--- src/rtl/sr_cmd_sequencer.sv ---
// sr_cmd_sequencer: button front end for sr_latch.
// Syncs and debounces two buttons, then issues clean s/r/enable pulses.
//
// Parameters:
//   DEBOUNCE_CYCLES  stable cycles before a debounced level flips (1..255)
//   HOLD_CYCLES      cycles enable and s/r stay high per command (1..255)
// Ports:
//   clk      rising-edge clock
//   reset    synchronous active-high reset
//   btn_set  raw asynchronous set button
//   btn_clr  raw asynchronous clear button
//   s        set command to latch
//   r        reset command to latch
//   enable   latch enable, high only with s or r
//   busy     sequencer not idle
//   deb_set  debounced btn_set level
//   deb_clr  debounced btn_clr level
//   req_ovf  sticky: a command was dropped
module sr_cmd_sequencer #(
  parameter int DEBOUNCE_CYCLES = 4,
  parameter int HOLD_CYCLES     = 2
) (
  input  logic clk,
  input  logic reset,
  input  logic btn_set,
  input  logic btn_clr,
  output logic s,
  output logic r,
  output logic enable,
  output logic busy,
  output logic deb_set,
  output logic deb_clr,
  output logic req_ovf
);

  localparam logic [7:0] DEB_LAST  = 8'(DEBOUNCE_CYCLES - 1);
  localparam logic [7:0] HOLD_LAST = 8'(HOLD_CYCLES - 1);

  typedef enum logic [1:0] {
    IDLE,
    DRIVE_S,
    DRIVE_R,
    GAP
  } state_t;

  // Index 0 is the set path, index 1 is the clear path.
  logic [1:0] btn;
  logic [1:0] sync1_q;
  logic [1:0] sync2_q;
  logic [1:0] deb_q;
  logic [1:0] deb_d;
  logic [1:0] deb_dly_q;
  logic [7:0] cnt_q [2];
  logic [7:0] cnt_d [2];
  logic [1:0] req;

  state_t     state_q;
  state_t     state_d;
  logic [7:0] hold_q;
  logic [7:0] hold_d;
  logic       pend_s_q;
  logic       pend_s_d;
  logic       pend_r_q;
  logic       pend_r_d;
  logic       ovf_q;
  logic       ovf_d;

  logic       s_q;
  logic       r_q;
  logic       en_q;
  logic       busy_q;

  logic       req_s;
  logic       req_r;
  logic       cand_s;
  logic       cand_r;
  logic       can_serve;
  logic       serve_s;
  logic       serve_r;

  assign btn = {btn_clr, btn_set};

  // Debounce: the level flips only after the synced input has
  // disagreed with it for DEBOUNCE_CYCLES consecutive edges.
  always_comb begin
    for (int i = 0; i < 2; i++) begin
      deb_d[i] = deb_q[i];
      cnt_d[i] = 8'd0;
      if (sync2_q[i] != deb_q[i]) begin
        if (cnt_q[i] == DEB_LAST) begin
          deb_d[i] = sync2_q[i];
        end else begin
          cnt_d[i] = cnt_q[i] + 8'd1;
        end
      end
    end
  end

  // Rising edges of the debounced levels only.
  assign req   = deb_q & ~deb_dly_q;
  assign req_s = req[0];
  assign req_r = req[1];

  assign cand_r = req_r | pend_r_q;
  assign cand_s = req_s | pend_s_q;

  assign can_serve = (state_q == IDLE) || (state_q == GAP);
  assign serve_r   = can_serve & cand_r;
  assign serve_s   = can_serve & ~cand_r & cand_s;

  always_comb begin
    state_d = state_q;
    hold_d  = hold_q;
    unique case (state_q)
      IDLE, GAP: begin
        if (cand_r) begin
          state_d = DRIVE_R;
          hold_d  = 8'd0;
        end else if (cand_s) begin
          state_d = DRIVE_S;
          hold_d  = 8'd0;
        end else begin
          state_d = IDLE;
        end
      end
      DRIVE_S, DRIVE_R: begin
        if (hold_q == HOLD_LAST) begin
          state_d = GAP;
        end else begin
          hold_d = hold_q + 8'd1;
        end
      end
    endcase
  end

  // Pending bits: serving consumes one command; if a fresh request
  // and a pending one coincide on a serve, the fresh one stays queued.
  // A request that finds its pending bit already set is dropped.
  always_comb begin
    pend_s_d = pend_s_q;
    pend_r_d = pend_r_q;
    ovf_d    = ovf_q;
    if (serve_r) begin
      pend_r_d = pend_r_q & req_r;
    end else if (req_r) begin
      pend_r_d = 1'b1;
      if (pend_r_q) begin
        ovf_d = 1'b1;
      end
    end
    if (serve_s) begin
      pend_s_d = pend_s_q & req_s;
    end else if (req_s) begin
      pend_s_d = 1'b1;
      if (pend_s_q) begin
        ovf_d = 1'b1;
      end
    end
  end

  always_ff @(posedge clk) begin
    if (reset) begin
      sync1_q   <= 2'b00;
      sync2_q   <= 2'b00;
      deb_q     <= 2'b00;
      deb_dly_q <= 2'b00;
      cnt_q[0]  <= 8'd0;
      cnt_q[1]  <= 8'd0;
    end else begin
      sync1_q   <= btn;
      sync2_q   <= sync1_q;
      deb_q     <= deb_d;
      deb_dly_q <= deb_q;
      cnt_q[0]  <= cnt_d[0];
      cnt_q[1]  <= cnt_d[1];
    end
  end

  // Outputs are registered from the next state so they change
  // cleanly on the clock edge together with the state.
  always_ff @(posedge clk) begin
    if (reset) begin
      state_q  <= IDLE;
      hold_q   <= 8'd0;
      pend_s_q <= 1'b0;
      pend_r_q <= 1'b0;
      ovf_q    <= 1'b0;
      s_q      <= 1'b0;
      r_q      <= 1'b0;
      en_q     <= 1'b0;
      busy_q   <= 1'b0;
    end else begin
      state_q  <= state_d;
      hold_q   <= hold_d;
      pend_s_q <= pend_s_d;
      pend_r_q <= pend_r_d;
      ovf_q    <= ovf_d;
      s_q      <= (state_d == DRIVE_S);
      r_q      <= (state_d == DRIVE_R);
      en_q     <= (state_d == DRIVE_S) ||
                  (state_d == DRIVE_R);
      busy_q   <= (state_d != IDLE);
    end
  end

  assign s       = s_q;
  assign r       = r_q;
  assign enable  = en_q;
  assign busy    = busy_q;
  assign deb_set = deb_q[0];
  assign deb_clr = deb_q[1];
  assign req_ovf = ovf_q;

endmodule

--- config.mk ---
export PLATFORM = sky130hd
export DESIGN_NAME = sr_cmd_sequencer
export DESIGN_NICKNAME = d
export VERILOG_FILES = /design/src/rtl/sr_cmd_sequencer.sv
export SDC_FILE = /design/constraint.sdc
export NUM_CORES = 1
export LEC_CHECK = 0
export CAP_MARGIN = 10
export CORE_ASPECT_RATIO = 1.5
export CORE_MARGIN = 5
export CORE_UTILIZATION = 52
export CTS_CLUSTER_DIAMETER = 30
export DETAILED_ROUTE_END_ITERATION = 12
export PLACE_DENSITY_LB_ADDON = 0.08
export SLEW_MARGIN = 5
export SYNTH_ARGS = -nofsm -noshare
export SYNTH_HDL_FRONTEND = slang
export SYNTH_SLANG_ARGS = --single-unit
--- constraint.sdc ---
create_clock -name clk -period 1.8 [get_ports clk]
set_input_delay 0.18 -clock clk [delete_from_list [all_inputs] [get_ports clk]]
set_output_delay 0.18 -clock clk [all_outputs]
set_load 0.1 [all_outputs]
==> run_summary.xml <==
<?xml version="1.0" encoding="UTF-8"?>
<metrics>
  <group name="outcome">
    <metric name="result_of_the_run" unit="">complete, no violations</metric>
  </group>
  <group name="cts">
    <metric name="hold_fix_buffers_at_cts" unit="">0</metric>
    <metric name="number_of_buffers_created_by_cts" unit="">5</metric>
    <metric name="htree_levels" unit="">2</metric>
    <metric name="clock_sink_count" unit="">41</metric>
    <metric name="clkLatencyLatePin" unit="ns">0.28</metric>
    <metric name="ctsRootBufferMaster" unit="">sky130_fd_sc_hd__clkbuf_8</metric>
    <metric name="tritoncts" unit="">built</metric>
    <metric name="clk_transition_reported_paths" unit="ns">0.07</metric>
    <metric name="clockBufferDepth" unit="">2</metric>
  </group>
  <group name="yosys">
    <metric name="yosys_register_bits" unit="">41</metric>
    <metric name="synth_flop_cell" unit="">sky130_fd_sc_hd__dfxtp_1</metric>
    <metric name="synthesis.area_per_instance" unit="sq um">9.761</metric>
    <metric name="synth.net_count" unit="">197</metric>
    <metric name="yosysSeqAreaShare" unit="%">45.21</metric>
    <metric name="synth_cells" unit="">186</metric>
    <metric name="synth_area_leaders" unit="">sky130_fd_sc_hd__dfxtp_1 45%, sky130_fd_sc_hd__ha_1 4.8%, sky130_fd_sc_hd__nand3_1 4.7%</metric>
    <metric name="synth_async_sr_flop_share" unit="%">0</metric>
    <metric name="number_of_synthesized_flops_with_an_enable_pin" unit="">0</metric>
    <metric name="synth_top_cell_by_area" unit="">sky130_fd_sc_hd__dfxtp_1</metric>
    <metric name="synth_area" unit="sq um">1815</metric>
    <metric name="yosysWarnings" unit="">0</metric>
    <metric name="ys_types" unit="">41</metric>
    <metric name="proportion_of_netlist_area_held_by_the_largest_area_contributor" unit="%">45.21</metric>
  </group>
  <group name="worst_setup_path">
    <metric name="slack_of_the_worst_reg_to_reg_path" unit="ns">0.08</metric>
    <metric name="critical_path.max_fanout" unit="">4</metric>
    <metric name="timing.reg2reg.worst_path_depth" unit="">5</metric>
    <metric name="critPathLaunchType" unit="">flop</metric>
    <metric name="worstSetupEndpointType" unit="">flop</metric>
    <metric name="timing.critical_path.arrival" unit="ns">1.90</metric>
    <metric name="critPathRequiredTime" unit="ns">1.97</metric>
    <metric name="r2r_start" unit="">state_q[0]</metric>
    <metric name="worst-setup-path-type" unit="">reg2reg</metric>
    <metric name="critical_path.reg2reg.endpoint" unit="">enable</metric>
  </group>
  <group name="detailed_routing">
    <metric name="route.antenna.remaining_nets" unit="">0</metric>
    <metric name="vias" unit="">1422</metric>
    <metric name="detail_route.wirelength" unit="um">3362</metric>
    <metric name="wire_per_inst" unit="um">13.13</metric>
    <metric name="dr.pass1.iters" unit="">4</metric>
    <metric name="viasPerCell" unit="">5.555</metric>
    <metric name="dr.first_iter.drc_count" unit="">46</metric>
    <metric name="drt_drc_violations_left" unit="">0</metric>
  </group>
  <group name="timing">
    <metric name="final_critical_path_setup_slack" unit="ns">0.07549</metric>
    <metric name="setup_violations" unit="">0</metric>
    <metric name="drv_slew" unit="">0</metric>
    <metric name="period_minus_slack" unit="ns">1.725</metric>
    <metric name="final.setup_skew" unit="ns">0.009143</metric>
    <metric name="tightest_slew" unit="ns">0.4820</metric>
    <metric name="achievable-frequency" unit="GHz">0.5799</metric>
    <metric name="finalCritPeriodShare" unit="%">95.81</metric>
    <metric name="hold_violations" unit="">0</metric>
    <metric name="fin_tns_setup" unit="ns">0</metric>
    <metric name="grt_setup_unrepaired" unit="">false</metric>
    <metric name="slew_headroom" unit="%">67.76</metric>
  </group>
  <group name="grt">
    <metric name="antenna_violations_before_repair" unit="">0</metric>
    <metric name="wire_length_of_the_first_global_routing_pass" unit="um">6058</metric>
    <metric name="first_global_vias" unit="">1450</metric>
    <metric name="groute.usage.overall" unit="%">16.25</metric>
    <metric name="grt-ovfl-total" unit="">0</metric>
    <metric name="grt_start_max_net_pins" unit="">17</metric>
  </group>
  <group name="cells_and_area">
    <metric name="antenna_fix_cells" unit="">0</metric>
    <metric name="num-fill-cells" unit="">317</metric>
    <metric name="final_net_count" unit="">224</metric>
    <metric name="seqCellArea" unit="sq um">829.5</metric>
    <metric name="areaGrowthSynthToFinish" unit="%">18.81</metric>
    <metric name="final_layout_size_suffix_gt1_share" unit="%">19.63</metric>
    <metric name="multi_input_comb_area" unit="sq um">991.0</metric>
    <metric name="finalInstanceArea" unit="sq um">2157</metric>
    <metric name="postLayoutCoreUtil" unit="%">63.76</metric>
  </group>
  <group name="power">
    <metric name="vdd_drop_max" unit="mV">0.6372</metric>
    <metric name="cellLeakagePower" unit="uW">0.0008202</metric>
    <metric name="power-per-cell-area" unit="nW/um^2">697.4</metric>
  </group>
  <group name="floorplan">
    <metric name="core-area" unit="sq um">3383</metric>
    <metric name="chipHeight" unit="um">82.37</metric>
    <metric name="die_x" unit="um">58.25</metric>
    <metric name="rows" unit="">26</metric>
    <metric name="ios" unit="">11</metric>
    <metric name="initial_core_util" unit="%">53.66</metric>
    <metric name="fp.dieArea" unit="sq um">4797</metric>
  </group>
  <group name="hold_path">
    <metric name="hold_path.startpoint" unit="">sync1_q[0]</metric>
    <metric name="worst_hold_path.endpoint" unit="">sync2_q[0]</metric>
    <metric name="worst_hold_path.num_cells" unit="">1</metric>
    <metric name="worst_hold_path_type" unit="">reg2reg</metric>
  </group>
  <group name="place">
    <metric name="globalplace.congestion" unit="">0.8886</metric>
    <metric name="dp_slack" unit="ns">0.07053</metric>
    <metric name="io_buffers" unit="">10</metric>
    <metric name="placed_area" unit="sq um">2073</metric>
    <metric name="dp_hpwl" unit="um">2586</metric>
  </group>
  <group name="job">
    <metric name="cap_viol_max_count" unit="">0</metric>
  </group>
</metrics>
final cells by class:
cell class	count	area share [%]
clock buffers	8	3.712
repair buffers	23	8.933
well taps	42	2.436
flip-flops and latches	41	38.46
inverters	3	0.5220
multi-input cells	139	45.94
cells in the final DEF (no fill, tap or decap), drive strengths merged, types with 7 or more instances in the layout:
cell type	count
nor2	22
dfxtp	41
nand3	17
nor2b	12
buf	20
clkbuf	8
ha	7
a21oi	9
xor2	10
nand2	9
metrics by stage:
stage / hold slack [ns] / total power [uW] / instances
detailed placement: 0.4240 / 969.3 / 248
global placement: 0.4245 / 968.4 / 248
finish: 0.4448 / 1504 / 256
global route: 0.4544 / 1575 / 256
CTS: 0.4427 / 1526 / 256
floorplan: 0.3082 / 951.6 / 186
sequential cells by signal (all words and copies together), names as in the netlist:
| register | count |
|---|---|
| r | 1 |
| pend_s_q | 1 |
| enable | 1 |
| s | 1 |
| state_q | 2 |
| busy | 1 |
| sync1_q | 2 |
| hold_q | 8 |
| pend_r_q | 1 |
| deb_dly_q | 2 |
| cnt_q | 16 |
| sync2_q | 2 |
| deb_q | 2 |
| req_ovf | 1 |
layer usage:
metal  vias up  global-route usage [%]  part of all wire (%)
li1        705                       -                     -
met1       695                   16.71                    40
met2        17                   31.22                    56
met3         5                   3.266                   2.1
met4         0                   6.961                   1.6
met5         -                       0                     0
cells in the mapped netlist (4+ instances only):
| cell | n |
|---|---|
| sky130_fd_sc_hd__nand3_1 | 17 |
| sky130_fd_sc_hd__ha_1 | 7 |
| sky130_fd_sc_hd__nand2_1 | 8 |
| sky130_fd_sc_hd__nor2_1 | 21 |
| sky130_fd_sc_hd__a21oi_1 | 9 |
| sky130_fd_sc_hd__nor2b_1 | 10 |
| sky130_fd_sc_hd__dfxtp_1 | 41 |
| sky130_fd_sc_hd__o21ai_0 | 4 |
| sky130_fd_sc_hd__xnor2_1 | 6 |
| sky130_fd_sc_hd__and3_1 | 6 |
| sky130_fd_sc_hd__xor2_1 | 9 |
| sky130_fd_sc_hd__nand3b_1 | 5 |
cell families (layout without fill, tap and decap cells):
kind of cell / Yosys count / count (layout) / share of synthesized area (%)
buf+inv: 6 / 34 / 1.240
fa+ha+maj: 8 / 8 / 5.444
simple gates: 88 / 88 / 28.53
flops: 41 / 41 / 45.21
mux: 3 / 3 / 1.654
compound gates: 24 / 24 / 9.786
xor+xnor: 16 / 16 / 8.133
critical path, stage by stage (launching register included):
cell and delay (ns):
sky130_fd_sc_hd__dfxtp_2 0.34, sky130_fd_sc_hd__xor2_2 0.17, sky130_fd_sc_hd__or3_4 0.39, sky130_fd_sc_hd__o221a_4 0.32
sky130_fd_sc_hd__ha_1 0.28, sky130_fd_sc_hd__nor2b_1 0.13
power breakdown:
group / total, uW / switching (uW) / leakage, uW / internal (uW)
clock network: 556 / 281 / 0.0000395 / 275
logic: 35.9 / 17.3 / 0.000447 / 18.6
registers: 912 / 3.03 / 0.000333 / 909
worst max path at each step:
stage / startpoint / end / slack, ns / cells past startpoint
2_1_floorplan: state_q[0] / enable / 0.002 / 5
3_3_place_gp: state_q[0] / enable / 0.11 / 5
3_5_place_dp: state_q[0] / enable / 0.07 / 5
4_1_cts: state_q[0] / enable / 0.06 / 5
5_1_grt: hold_q[1] / enable / 0.009 / 7
6_report: state_q[0] / enable / 0.08 / 5
what timing repair did:
item | in CTS | in global routing
hold endpoints to repair | 0 | 0
buffers inserted | 0 | 0
resized for setup | 0 | 2
setup endpoints to repair | 0 | 1
Note: power is estimated with default switching activity, not from simulation.
